### src/rtl/csi2_rx_pkg.sv
// ============================================================================
// csi2_rx_pkg : shared types and default widths for the CSI-2 receive path.
// Revision    : 1.0
// ============================================================================
`default_nettype none

package csi2_rx_pkg;

    localparam int CROP_DATA_WIDTH_DEF = 16;
    localparam int CROP_X_WIDTH_DEF    = 12;
    localparam int CROP_Y_WIDTH_DEF    = 12;

    typedef enum logic [1:0] {
        WAIT_SOF = 2'd0,
        ACTIVE   = 2'd1,
        DONE     = 2'd2
    } crop_state_t;

endpackage

`default_nettype wire

### src/rtl/axi4_stream_skid_buf.sv
// ============================================================================
// axi4_stream_skid_buf : 2-entry registered AXI4-Stream buffer, full throughput.
// Revision             : 1.0
// ============================================================================
`default_nettype none

module axi4_stream_skid_buf #(
    parameter int WIDTH = 18
) (
    input  logic             clk_i,
    input  logic             arst_n_i,
    input  logic             s_valid_i,
    output logic             s_ready_o,
    input  logic [WIDTH-1:0] s_data_i,
    output logic             m_valid_o,
    input  logic             m_ready_i,
    output logic [WIDTH-1:0] m_data_o
);

    logic             out_valid_q, out_valid_d;
    logic [WIDTH-1:0] out_data_q,  out_data_d;
    logic             skid_valid_q, skid_valid_d;
    logic [WIDTH-1:0] skid_data_q,  skid_data_d;
    logic             ready_q;
    logic             push;
    logic             pop;

    always_comb begin
        out_valid_d  = out_valid_q;
        out_data_d   = out_data_q;
        skid_valid_d = skid_valid_q;
        skid_data_d  = skid_data_q;
        push         = s_valid_i && ready_q;
        pop          = out_valid_q && m_ready_i;
        // The skid slot is only ever filled while the output slot is stalled.
        if (!out_valid_q || pop) begin
            if (skid_valid_q) begin
                out_valid_d  = 1'b1;
                out_data_d   = skid_data_q;
                skid_valid_d = 1'b0;
            end else begin
                out_valid_d = push;
                if (push) begin
                    out_data_d = s_data_i;
                end
            end
        end else if (push) begin
            skid_valid_d = 1'b1;
            skid_data_d  = s_data_i;
        end
    end

    always_ff @(posedge clk_i or negedge arst_n_i) begin
        if (!arst_n_i) begin
            out_valid_q  <= 1'b0;
            out_data_q   <= '0;
            skid_valid_q <= 1'b0;
            skid_data_q  <= '0;
            ready_q      <= 1'b1;
        end else begin
            out_valid_q  <= out_valid_d;
            out_data_q   <= out_data_d;
            skid_valid_q <= skid_valid_d;
            skid_data_q  <= skid_data_d;
            ready_q      <= !skid_valid_d;
        end
    end

    assign s_ready_o = ready_q;
    assign m_valid_o = out_valid_q;
    assign m_data_o  = out_data_q;

endmodule

`default_nettype wire

### src/rtl/csi2_video_crop.sv
// ============================================================================
// csi2_video_crop : crops a window from the CSI-2 pixel stream, SOF-latched CSRs.
// Revision        : 1.0
// ============================================================================
`default_nettype none

module csi2_video_crop
    import csi2_rx_pkg::*;
#(
    parameter int DATA_WIDTH = CROP_DATA_WIDTH_DEF,
    parameter int X_WIDTH    = CROP_X_WIDTH_DEF,
    parameter int Y_WIDTH    = CROP_Y_WIDTH_DEF
) (
    input  logic                  clk_i,
    input  logic                  arst_n_i,
    input  logic [X_WIDTH-1:0]    crop_x0_i,
    input  logic [Y_WIDTH-1:0]    crop_y0_i,
    input  logic [X_WIDTH-1:0]    crop_width_i,
    input  logic [Y_WIDTH-1:0]    crop_height_i,
    input  logic [DATA_WIDTH-1:0] video_i_tdata,
    input  logic                  video_i_tvalid,
    input  logic                  video_i_tuser,
    input  logic                  video_i_tlast,
    output logic                  video_i_tready,
    output logic [DATA_WIDTH-1:0] video_o_tdata,
    output logic                  video_o_tvalid,
    output logic                  video_o_tuser,
    output logic                  video_o_tlast,
    input  logic                  video_o_tready,
    output logic                  line_err_o,
    output logic                  frame_done_o
);

    localparam int SKW = DATA_WIDTH + 2;

    crop_state_t          state_q, state_d;
    logic [X_WIDTH-1:0]   x_q, x_d, x0_q, x0_d;
    logic [Y_WIDTH-1:0]   y_q, y_d, y0_q, y0_d;
    logic [X_WIDTH:0]     xend_q, xend_d;
    logic [Y_WIDTH:0]     yend_q, yend_d;
    logic                 first_q, first_d;
    logic                 line_err_q, line_err_d;
    logic                 frame_done_q, frame_done_d;

    logic [X_WIDTH-1:0]   cur_x, cur_x0;
    logic [Y_WIDTH-1:0]   cur_y, cur_y0;
    logic [X_WIDTH:0]     cur_xend;
    logic [Y_WIDTH:0]     cur_yend;
    logic                 cur_first, cur_active;
    logic                 last_col, last_row, in_win, beat;
    logic                 skid_ready;
    logic [SKW-1:0]       skid_in, skid_out;

    assign beat = video_i_tvalid && skid_ready;

    // A tuser beat is itself pixel (0,0) of the new frame, so its own
    // evaluation uses the freshly sampled window rather than the registers.
    always_comb begin
        cur_x      = video_i_tuser ? '0 : x_q;
        cur_y      = video_i_tuser ? '0 : y_q;
        cur_x0     = video_i_tuser ? crop_x0_i : x0_q;
        cur_y0     = video_i_tuser ? crop_y0_i : y0_q;
        cur_xend   = video_i_tuser ? ({1'b0, crop_x0_i} + {1'b0, crop_width_i}) : xend_q;
        cur_yend   = video_i_tuser ? ({1'b0, crop_y0_i} + {1'b0, crop_height_i}) : yend_q;
        cur_first  = video_i_tuser ? 1'b1 : first_q;
        cur_active = video_i_tuser || (state_q == ACTIVE);
        last_col   = ({1'b0, cur_x} + (X_WIDTH+1)'(1)) == cur_xend;
        last_row   = ({1'b0, cur_y} + (Y_WIDTH+1)'(1)) == cur_yend;
        in_win     = cur_active
                  && (cur_x >= cur_x0) && ({1'b0, cur_x} < cur_xend)
                  && (cur_y >= cur_y0) && ({1'b0, cur_y} < cur_yend);
    end

    always_comb begin
        state_d      = state_q;
        x_d          = x_q;
        y_d          = y_q;
        x0_d         = x0_q;
        y0_d         = y0_q;
        xend_d       = xend_q;
        yend_d       = yend_q;
        first_d      = first_q;
        line_err_d   = 1'b0;
        frame_done_d = 1'b0;
        if (beat) begin
            x0_d    = cur_x0;
            y0_d    = cur_y0;
            xend_d  = cur_xend;
            yend_d  = cur_yend;
            first_d = cur_first && !in_win;
            if (video_i_tlast) begin
                x_d = '0;
                y_d = (&cur_y) ? cur_y : cur_y + Y_WIDTH'(1);
            end else begin
                x_d = (&cur_x) ? cur_x : cur_x + X_WIDTH'(1);
                y_d = cur_y;
            end
            if (cur_active) begin
                state_d = ACTIVE;
            end
            line_err_d   = in_win && video_i_tlast && !last_col;
            frame_done_d = in_win && last_col && last_row;
            if (frame_done_d) begin
                state_d = DONE;
            end
        end
    end

    always_ff @(posedge clk_i or negedge arst_n_i) begin
        if (!arst_n_i) begin
            state_q      <= WAIT_SOF;
            x_q          <= '0;
            y_q          <= '0;
            x0_q         <= '0;
            y0_q         <= '0;
            xend_q       <= '0;
            yend_q       <= '0;
            first_q      <= 1'b0;
            line_err_q   <= 1'b0;
            frame_done_q <= 1'b0;
        end else begin
            state_q      <= state_d;
            x_q          <= x_d;
            y_q          <= y_d;
            x0_q         <= x0_d;
            y0_q         <= y0_d;
            xend_q       <= xend_d;
            yend_q       <= yend_d;
            first_q      <= first_d;
            line_err_q   <= line_err_d;
            frame_done_q <= frame_done_d;
        end
    end

    assign skid_in = {cur_first, (last_col || video_i_tlast), video_i_tdata};

    axi4_stream_skid_buf #(
        .WIDTH (SKW)
    ) u_skid (
        .clk_i     (clk_i),
        .arst_n_i  (arst_n_i),
        .s_valid_i (video_i_tvalid && in_win),
        .s_ready_o (skid_ready),
        .s_data_i  (skid_in),
        .m_valid_o (video_o_tvalid),
        .m_ready_i (video_o_tready),
        .m_data_o  (skid_out)
    );

    assign video_i_tready = skid_ready;
    assign video_o_tuser  = skid_out[SKW-1];
    assign video_o_tlast  = skid_out[SKW-2];
    assign video_o_tdata  = skid_out[DATA_WIDTH-1:0];
    assign line_err_o     = line_err_q;
    assign frame_done_o   = frame_done_q;

endmodule

`default_nettype wire

### config.mk
export PLATFORM = sky130hd
export DESIGN_NAME = csi2_video_crop
export DESIGN_NICKNAME = d
export VERILOG_FILES = /design/src/rtl/csi2_rx_pkg.sv /design/src/rtl/axi4_stream_skid_buf.sv /design/src/rtl/csi2_video_crop.sv
export SDC_FILE = /design/constraint.sdc
export NUM_CORES = 1
export LEC_CHECK = 0
export CORE_MARGIN = 4
export CORE_UTILIZATION = 55
export CTS_BUF_LIST = sky130_fd_sc_hd__clkbuf_16
export CTS_CLUSTER_DIAMETER = 200
export DETAILED_ROUTE_END_ITERATION = 6
export PLACE_DENSITY = 0.78
export SLEW_MARGIN = 20
export SYNTH_ARGS = -nofsm -noshare
export SYNTH_HDL_FRONTEND = slang
export SYNTH_SLANG_ARGS = --single-unit
### constraint.sdc
create_clock -name clk_i -period 7.2 [get_ports clk_i]
set_clock_uncertainty 0.2 [all_clocks]
set_input_delay 1.08 -clock clk_i [delete_from_list [all_inputs] [get_ports clk_i]]
set_output_delay 1.08 -clock clk_i [all_outputs]
set_load 0.02 [all_outputs]
==> results by stage <==
Outcome:
- The flow ran to the end, and the final reports show no timing, DRC or antenna violations.

Timing:
- The final hold violation count is 0.
- The final critical delay including setup and external delays is 5.722 ns.
- Setup violations remaining at the end of the flow were counted as 0.
- The timing-limited maximum frequency is 174.8 MHz.
- Setup repair after global routing left no endpoint under its margin.
- The tightest slew margin relative to the limit is 29.17%.
- The transition time at the pin with the least slew margin is 1.062 ns.
- For the final routed database, the setup TNS stands at 0 ns.
- The max-slew violation count is 0.
- The post-route fraction of the period consumed by the critical path is 79.47%.

Floorplan:
- The horizontal die dimension is 132.9 um.
- In this run the core area contains 45 standard-cell rows.
- The area of the die is 17,670 um^2.
- During I/O placement, the number of pins put on the boundary was 92.
- The height of the chip is 132.9 um.
- The floorplan step defined a core boundary enclosing 15,260 um^2.
- The effective utilization at floorplan is 56.25%.

Global route:
- The met1 global-route usage is 28.90%.
- The first-pass GRT wire length is 33,450 um.
- Global routing consumed, on the met3 layer, 4.106% of the routing resources.
- The largest net degree at the start of global routing is 84.
- The global routing usage summed across all routing layers is 23.04%.
- The via count of the first global-routing pass was 6,887.
- The met2 global-route usage is 40.60%.
- After global routing, the most crowded layer is met2.
- The number of antenna violations at the first check in global routing is 0.
- The total congestion overflow is 0.

Critical path:
- At the worst endpoint, the required time is 7.29 ns.
- The slowest cell on the critical path is sky130_fd_sc_hd__or2_1.
- The worst setup path is launched from an input pin.
- The critical path startpoint is crop_x0_i[7].
- The type of the worst setup path is input pin to register.
- STA classifies the critical path endpoint as a register.
- For the worst flop-to-flop path, the logic depth is 10.
- The arrival time at the worst endpoint is 5.81 ns.
- Of all nets on the critical path, the largest fanout is 19.
- The endpoint identified for the worst register-to-register timing path is u_skid.skid_data_q[17]$_DFFE_PN0P_.
- The worst setup path endpoint is u_skid.skid_data_q[17]$_DFFE_PN0P_.
- The startpoint of the lowest-slack register-to-register path is x0_q[0]$_DFFE_PN0P_.
- The delay of the slowest cell on the worst path is 0.60 ns.
- The cell seen most often among critical-path stages is sky130_fd_sc_hd__a21oi_1.
- Walking the worst path, the cells encountered are clkdlybuf4s50_1 -> ha_1 -> a21oi_1 -> o211ai_1 -> o21a_1 -> or3_1 -> a31oi_1 -> ha_1 -> a2111oi_0 -> nand2_1 -> a21oi_1 -> a21oi_1 -> a221o_1 -> or2_1 -> mux2_2.
- The minimum setup slack among reg-to-reg paths is 3.48 ns.

Synthesis:
- When the netlist entered floorplanning its net count stood at 1,030.
- The share of flip-flops with an asynchronous set or reset is 100.0%.
- The post-synthesis sequential element count is 118.
- The synthesis warning total is 0.
- Summing every instance area after synthesis gives 8583 um^2.
- A synthesized cell averages 9.710 um^2.
- The commonest register cell after synthesis is sky130_fd_sc_hd__dfrtp_1.
- In this run, synthesis inferred 0 flip-flops with an integrated enable.
- After technology mapping, the gate count stands at 884.
- The distinct cell type count after synthesis is 74.
- Sequential elements use 34.42% of the synthesized area.

Place:
- After legalization and detailed placement, the total HPWL measured 14,450 um.
- The count of buffers added on input and output ports is 91.
- The routability-driven placement congestion ratio is 0.8731.
- The area of placed instances is 9593 um^2.

Clock tree:
- Clock-pin slew was measured on the worst setup and hold paths at 0.06 ns.
- In this run, post-CTS hold repair placed 0 buffers.
- The total CTS buffers is 17.
- No sink is reached through more buffers than the 2 on the longest clock path.
- The later pin in the worst-skew pair is clocked with a latency of 0.41 ns.
- The TritonCTS clock tree is yes.
- The count of clock tree sinks is 118.
- After clock tree synthesis, the setup repair step added 0 buffers.
- The depth of the CTS H-tree is 4.
- The root buffer cell is sky130_fd_sc_hd__clkbuf_16.
- The number of gates resized after CTS was 0.

Detailed routing:
- The violation count after the first detailed-route iteration is 590.
- After detailed routing, the total wire length is 20,140 um.
- After detailed routing, the average wire length per cell comes to 17.11 um.
- Across all layers, the routed design uses 6,962 vias.
- The number of iterations in the first detailed-routing pass is 5.
- The number of vias per cell after detailed routing is 5.915.
- The remaining design rule violation count is 0.
- The number of nets still failing antenna checks after routing is 0.

Layout:
- The number of fill cells is 1,243.
- The fraction of final layout cells with drive strength greater than 1 is 12.42%.
- The library cell used most frequently in the layout, excluding fill and tap cells, is sky130_fd_sc_hd__dfrtp_1.
- Leaving out fill and tap cells, the most frequent cells in the layout are sky130_fd_sc_hd__dfrtp_1 (117), sky130_fd_sc_hd__clkdlybuf4s50_1 (89), sky130_fd_sc_hd__ha_1 (74), sky130_fd_sc_hd__nand2_1 (69), sky130_fd_sc_hd__a21oi_1 (66).
- The antenna cell count is 0.
- At the end of the flow, the number of nets in the layout was 1,099.
- The post-route cell area is 10,160 um^2.
- The area growth from synthesis to layout is 18.38%.
- For this run, the share of the core covered by cells in the final layout is 66.59%.

Pwr:
- The analysis attributes to cell leakage a power of 4.578 nW.
- Power comes to 2.035 mW.
- The peak supply drop is 0.1429 mV.
- The cell area power density is 200.3 nW/um^2.

Hold path:
- The tightest min-delay check is of the register to register type.

Job:
- The count of maximum capacitance violations is 0.
[layout make-up]
cell class,count,area [um^2],share of cell area [%]
multi-input cells,699,5341,52.57
well taps,211,264.0,2.598
repair buffers,99,969.7,9.543
clock inverters,15,138.9,1.367
clock buffers,17,425.4,4.187
flip-flops and latches,118,2954,29.07
inverters,18,67.56,0.6649
[routing by layer]
layer | share of wire, % | wire length (um) | vias up
met1 | 43 | 8652 | 3391
met2 | 52 | 10380 | 163
met4 | 1.9 | 388 | 0
met3 | 3.6 | 718 | 34
met5 | 0 | 0 | -
li1 | - | - | 3374
[power by group]
group	switching, mW	internal, mW	leakage (nW)	total [mW]
Combinational	0.238	0.215	2.77	0.453
Sequential	0.0449	0.721	1.53	0.766
Clock	0.313	0.503	0.279	0.816
Total	0.596	1.44	4.58	2.04
[worst max-delay path: cells and delay by family]
kind / cells / cell delay (ns)
AOI/OAI and AO/OA: 8 / 2.12
and+or+nand+nor: 3 / 1.03
adders and majority gates: 2 / 0.71
buffers and inverters: 1 / 0.44
muxes: 1 / 0.43
[worst min path at each step]
stage / endpoint / depth (start not counted) / startpoint
floorplan: xend_q[9]$_DFFE_PN0P_ / 2 / xend_q[9]$_DFFE_PN0P_
global placement: xend_q[9]$_DFFE_PN0P_ / 2 / xend_q[9]$_DFFE_PN0P_
detailed placement: xend_q[9]$_DFFE_PN0P_ / 2 / xend_q[9]$_DFFE_PN0P_
CTS: xend_q[9]$_DFFE_PN0P_ / 2 / xend_q[9]$_DFFE_PN0P_
global route: xend_q[9]$_DFFE_PN0P_ / 2 / xend_q[9]$_DFFE_PN0P_
finish: xend_q[9]$_DFFE_PN0P_ / 2 / xend_q[9]$_DFFE_PN0P_
[sequential cells by signal (all words and copies together), names as in the netlist]
register and count:
first_q 1, frame_done_o 1, line_err_o 1, state_q 2
u_skid.m_data_o 18, u_skid.m_valid_o 1, u_skid.s_ready_o 1, u_skid.skid_data_q 18
u_skid.skid_valid_q 1, x0_q 12, x_q 12, xend_q 13
y0_q 12, y_q 12, yend_q 13
[per-stage QoR]
step                cells  worst slack, ns  hold WS, ns
floorplan             884            2.002       0.2381
finish               1177            1.478       0.2645
global placement     1145            1.171       0.2535
global route         1177            1.136       0.2839
detailed placement   1145            1.120       0.2539
CTS                  1177            1.543       0.2688
[Yosys cell counts, drive strengths merged, types with 3 or more instances]
| cell | instances | area (um^2) |
|---|---|---|
| a2111oi | 4 | 78.82 |
| a211oi | 11 | 92.58 |
| a21o | 12 | 90.09 |
| a21oi | 66 | 330.3 |
| a22o | 7 | 61.31 |
| a311oi | 5 | 43.79 |
| a31oi | 21 | 131.4 |
| a41oi | 3 | 26.28 |
| and2 | 6 | 37.54 |
| and3 | 8 | 52.55 |
| buf | 16 | 103.8 |
| clkbuf | 33 | 123.9 |
| dfrtp | 117 | 2928 |
| ha | 74 | 925.9 |
| inv | 18 | 67.56 |
| mux2 | 56 | 660.6 |
| mux2i | 60 | 600.6 |
| nand2 | 69 | 259.0 |
| nand2b | 11 | 76.32 |
| nand3 | 26 | 135.1 |
| nand4 | 5 | 31.28 |
| nor2 | 48 | 180.2 |
| nor2b | 27 | 171.4 |
| nor3 | 14 | 96.35 |
| nor4 | 3 | 25.02 |
| o2111ai | 3 | 32.53 |
| o211ai | 8 | 65.06 |
| o21a | 6 | 45.04 |
| o21ai | 48 | 244.0 |
| o22ai | 6 | 37.54 |
| o31a | 3 | 26.28 |
| or2 | 4 | 25.03 |
| xnor2 | 40 | 350.3 |
| xor2 | 15 | 131.4 |
[cells by family (layout without fill, tap and decap cells)]
kind of cell    after synthesis  in the layout  share of synthesized area (%)
compound gates              221            221                          17.00
xor+xnor                     55             55                          5.612
fa+ha+maj                    76             76                          11.25
buf+inv                      67            149                          3.440
flops                       118            118                          34.42
mux                         116            116                          14.69
simple gates                231            231                          13.59
Note: power is estimated with default switching activity, not from simulation.
